<file path="config.mk">
export PLATFORM = sky130hd
export DESIGN_NAME = button_event_port
export DESIGN_NICKNAME = d
export VERILOG_FILES = /design/src/rtl/button_event_port.sv
export SDC_FILE = /design/constraint.sdc
export NUM_CORES = 1
export LEC_CHECK = 0
export ABC_AREA = 1
export BUFFER_PORTS_ARGS = -buffer_cell sky130_fd_sc_hd__buf_2
export CAP_MARGIN = 20
export CORE_AREA = 2 2 97 118
export DETAILED_ROUTE_END_ITERATION = 8
export DIE_AREA = 0 0 99 120
export GPL_ROUTABILITY_DRIVEN = 0
export HOLD_SLACK_MARGIN = 0.05
export MAX_ROUTING_LAYER = met4
export PLACE_DENSITY = 0.65
export SLEW_MARGIN = 20
export SYNTH_ARGS = -nofsm -noshare
export SYNTH_HDL_FRONTEND = slang
export SYNTH_SLANG_ARGS = --single-unit
</file>
<file path="constraint.sdc">
create_clock -name clk -period 3.4 [get_ports clk]
set_input_delay 0 -clock clk [delete_from_list [all_inputs] [get_ports clk]]
set_output_delay 0 -clock clk [all_outputs]
set_load 0.03 [all_outputs]
</file>
<file path="src/rtl/button_event_port.sv">
// button_event_port: rising-edge sticky event flags with W1C, overrun tracking, mask and level irq over a 4-register CPU port
module button_event_port #(
  parameter int WIDTH = 16
) (
  input  logic             clk,
  input  logic             rst_n,
  input  logic [WIDTH-1:0] level_in,
  input  logic [1:0]       addr,
  input  logic             rd_en,
  input  logic             wr_en,
  input  logic [WIDTH-1:0] wr_data,
  output logic [WIDTH-1:0] rd_data,
  output logic             rd_valid,
  output logic             irq
);
  logic             armed;
  logic [WIDTH-1:0] prevLevel, eventReg, maskReg, overrunReg;
  logic [WIDTH-1:0] edgeDet, eventClr, overrunClr;
  logic [WIDTH-1:0] eventNext, overrunNext, maskNext, rdMux;
  always_comb begin
    // armed stays low for the first clock so keys held through reset never fire
    edgeDet     = armed ? (level_in & ~prevLevel) : '0;
    eventClr    = (wr_en && addr == 2'd1) ? wr_data : '0;
    overrunClr  = (wr_en && addr == 2'd3) ? wr_data : '0;
    eventNext   = (eventReg & ~eventClr) | edgeDet;
    overrunNext = (overrunReg & ~overrunClr) | (edgeDet & eventReg & ~eventClr);
    maskNext    = (wr_en && addr == 2'd2) ? wr_data : maskReg;
    rdMux       = addr == 2'd0 ? prevLevel :
                  addr == 2'd1 ? eventReg  :
                  addr == 2'd2 ? maskReg   : overrunReg;
  end
  always_ff @(posedge clk or negedge rst_n)
    if (!rst_n) begin
      armed      <= 1'b0;
      prevLevel  <= '0;
      eventReg   <= '0;
      maskReg    <= '0;
      overrunReg <= '0;
      rd_data    <= '0;
      rd_valid   <= 1'b0;
      irq        <= 1'b0;
    end else begin
      armed      <= 1'b1;
      prevLevel  <= level_in;
      eventReg   <= eventNext;
      maskReg    <= maskNext;
      overrunReg <= overrunNext;
      irq        <= |(eventNext & maskNext);
      rd_valid   <= rd_en;
      if (rd_en) rd_data <= rdMux;
    end
endmodule

</file>
==> impl_results.md <==
* Starting Density at roughly 34%
* Dpl cells at 590
* Crit-path most repeated cell: nand2_1
* Final Hold Fails at 0
* NetSw at ~800 uW
* Total setup buffers inserted after CTS at 0
* WP data required at 3.63 ns
* Slowest-stage cell, CP: buf_2
* Mapped Area at approximately 3700 sq um
* Worst r2r src: armed$_DFF_PN0_
* Headroom to the max-slew limit at 48.6%
* Total gr overflow at 0
* Area Growth Syn to Fin at 26.9%
* Post-synthesis area per instance at 8.72 sq um
* Layout Cells excl Fill at 639
* Warnings, synthesis at 0
* Seq/Total Area, Yosys at a little under three fifths
* Antenna fix cells at 0
* Status: complete, no violations
* 1st-iter DRT viols at roughly 180
* Worst R2R Path Depth at 8
* DPL Wire Length at 6290 um
* Routed Antenna Nets at 0
* WS Path Type: in -> reg
* Combinational fraction of design power at 19.0%
* Tightest Hold Check Type: in -> reg
* Final worst setup slack at 1.77 ns
* CTS root buf: clkbuf_16
* RSZ-0062 raised after global routing: no
* RR Endpoint: irq$_DFF_PN0_
* Sw Share at just under 30%
* H-tree depth at 3
* TritonCTS clock tree: done
* Via Count at roughly 3100
* PD cells at slightly below 600 nW/um^2
* Floorplan die height at ~120 um
* Worst Path Arrival at between 1.5 and 2 ns
* Worst Clk Skew at 0.00496 ns
* Top post-synthesis cells by area: dfrtp_1 56%, nand2_1 13%, a21oi_1 6.5%
* Vias per Instance at 4.92
* Post-CTS Resized at 0
* Worst min-delay path startpoint: wr_en
* DR pass1 iterations at 4
* Die width at just under 100 um
* Vias in the first global route at 3271
* MaxCap Viol Count at 0
* Area share of the largest cell type after synthesis at between 50 and 60%
* Post-route design area at around 4700 sq um
* Place WS at around 1.4 ns
* Worst-margin pin slew at around 0.77 ns
* Internal power at 1.94 mW
* Worst vdd ir at roughly 250 uV
* Share of layout cells above drive strength 1 at 17.8%
* Worst setup EP type: flop
* Largest net degree at the start of global routing at 84
* Final setup viols at 0
* Post-layout min period at about 1.6 ns
* Num rows at 42
* Utilization after layout at between 40% and 50%
* CTS Hold Buffers Added at 34
* Period utilization at about half
* Cells along the critical path: buf_2 -> inv_2 -> nor2_8 -> nand2_2 -> nand2_1 -> nand2_1 -> nand2_1 -> nand2_1 -> inv_1 -> nand2_1 -> nor2_1 -> nand2_1
* Yosys cell types at 21
* CP Launch Type: input port
* Critical path's largest stage delay at about 0.39 ns
* First-pass GRT wire length at around 16000 um
* Register-to-register setup slack at around 1.9 ns
* Sum Neg Setup Slack at 0 ns
* GRT Util Overall at 17.8%
* Fin nets at around 540
* FILL cells at 1039
* Placed Area at ~4000 sq um
* Core Box Area at roughly 11000 sq um
* Worst Hold Path EP: maskReg[6]$_DFF_PN0_
* Register Area at approximately 2100 sq um
* Buf+Inv Stages, Crit Path at 3
* Post-Route WL at 9740 um
* Clock share of power at 36.3%
* Clock tree buffer depth at 2
* Multi-input logic area at around 1400 sq um
* Clock transition at the registers of the reported paths at roughly 0.060 ns
* Yosys reg bits at 83
* Peak Freq at roughly 610 MHz
* CP top delay family: simple AND/OR/NAND/NOR gates
* Initial antenna violation count at 0
* Largest area contributor in the netlist: dfrtp_1
* Remaining DRCs at 0
* I/O pins at between 50 and 60
* Die area at 11900 sq um
* Cells after synthesis at around 420
* Max FO, Critical Path at 21
* Per-cell routed wire length at 15.2 um
* Clock sink count at 83
* Num CTS Buffers at 9
* Syn Nets at roughly 460
* Leak Pwr at 2.23 nW
* Port bufs at 55
* Skew-Pair Late Insertion Delay at 0.34 ns
* Worst hold path cell count at 3
* Flop pwr share at between 40% and 50%
* Max Slew Vio Count at 0
metrics by stage:
stage	power (mW)	hold slack, ns
2_1_floorplan	1.56	-0.296
3_3_place_gp	1.71	0.124
3_5_place_dp	1.73	0.128
4_1_cts	2.75	0.134
5_1_grt	2.87	0.170
6_report	2.73	0.162
logic make-up after synthesis:
group	synth area share (%)
simple gates	23.4
buf+inv	5.56
compound gates	14.6
flops	56.3
other cells	0.102
power by group through the flow:
stage                     Clock, mW  Combinational, mW  Sequential, mW
after floorplan                   0              0.274            1.28
after global placement            0              0.480            1.23
after detailed placement          0              0.490            1.24
after CTS                      1.01              0.523            1.22
after global routing           1.05              0.585            1.24
final                         0.989              0.518            1.22
worst min-delay path: cells and delay by family:
kind,cells,cell delay (ns)
buf+inv,1,0.24
simple gates,2,0.21
state kept, by name, summed over array words and instances, names as in the netlist:
name and count:
rd_data 16, prevLevel 16, overrunReg 16, rd_valid 1
maskReg 16, armed 1, irq 1, eventReg 16
metal layers:
metal	share of wire (%)	track usage, %	vias to the layer above
met2	50	29.4	67
met5	0	-	-
met4	1.8	7.79	0
li1	-	-	1563
met3	3.8	2.39	11
met1	44	21.8	1503
cell type report:
cell class | count | share of cell area, %
Sequential cell | 83 | 44.3
Multi-Input combinational cell | 292 | 30.1
Timing Repair Buffer | 90 | 13.4
Clock buffer | 11 | 5.40
Tap cell | 132 | 3.53
Inverter | 27 | 2.16
Clock inverter | 4 | 1.07
cell usage after synthesis (all sizes together):
master,count
nand2,129
dfrtp,83
a21oi,48
o21ai,33
nor2,30
inv,27
nand3b,16
nand4,16
a31o,12
buf,12
clkbuf,9
o31ai,4
nand3,3
conb,1
worst max path at each step:
stage	endpoint	depth (start not counted)	start	slack (ns)
2_1_floorplan	irq$_DFF_PN0_	10	armed$_DFF_PN0_	2.18
3_3_place_gp	irq$_DFF_PN0_	12	addr[1]	1.42
3_5_place_dp	irq$_DFF_PN0_	12	addr[1]	1.40
4_1_cts	irq$_DFF_PN0_	12	addr[1]	1.75
5_1_grt	irq$_DFF_PN0_	12	addr[1]	1.56
6_report	irq$_DFF_PN0_	12	addr[1]	1.77
cell usage in the layout, fill, tap and decap left out, types with 2 or more instances in the layout:
master	instances
a21oi_1	48
o21ai_0	32
nor2_1	27
inv_2	2
nand2_1	127
clkbuf_16	9
o31ai_1	4
buf_2	54
a31o_2	12
nand3b_1	16
dfrtp_1	83
nand4_1	16
dlygate4sd3_1	34
clkinvlp_4	2
inv_1	25
nand2_2	2
clkbuf_8	2
nand3_1	3
No activity file was read; power rests on OpenSTA's default activity.
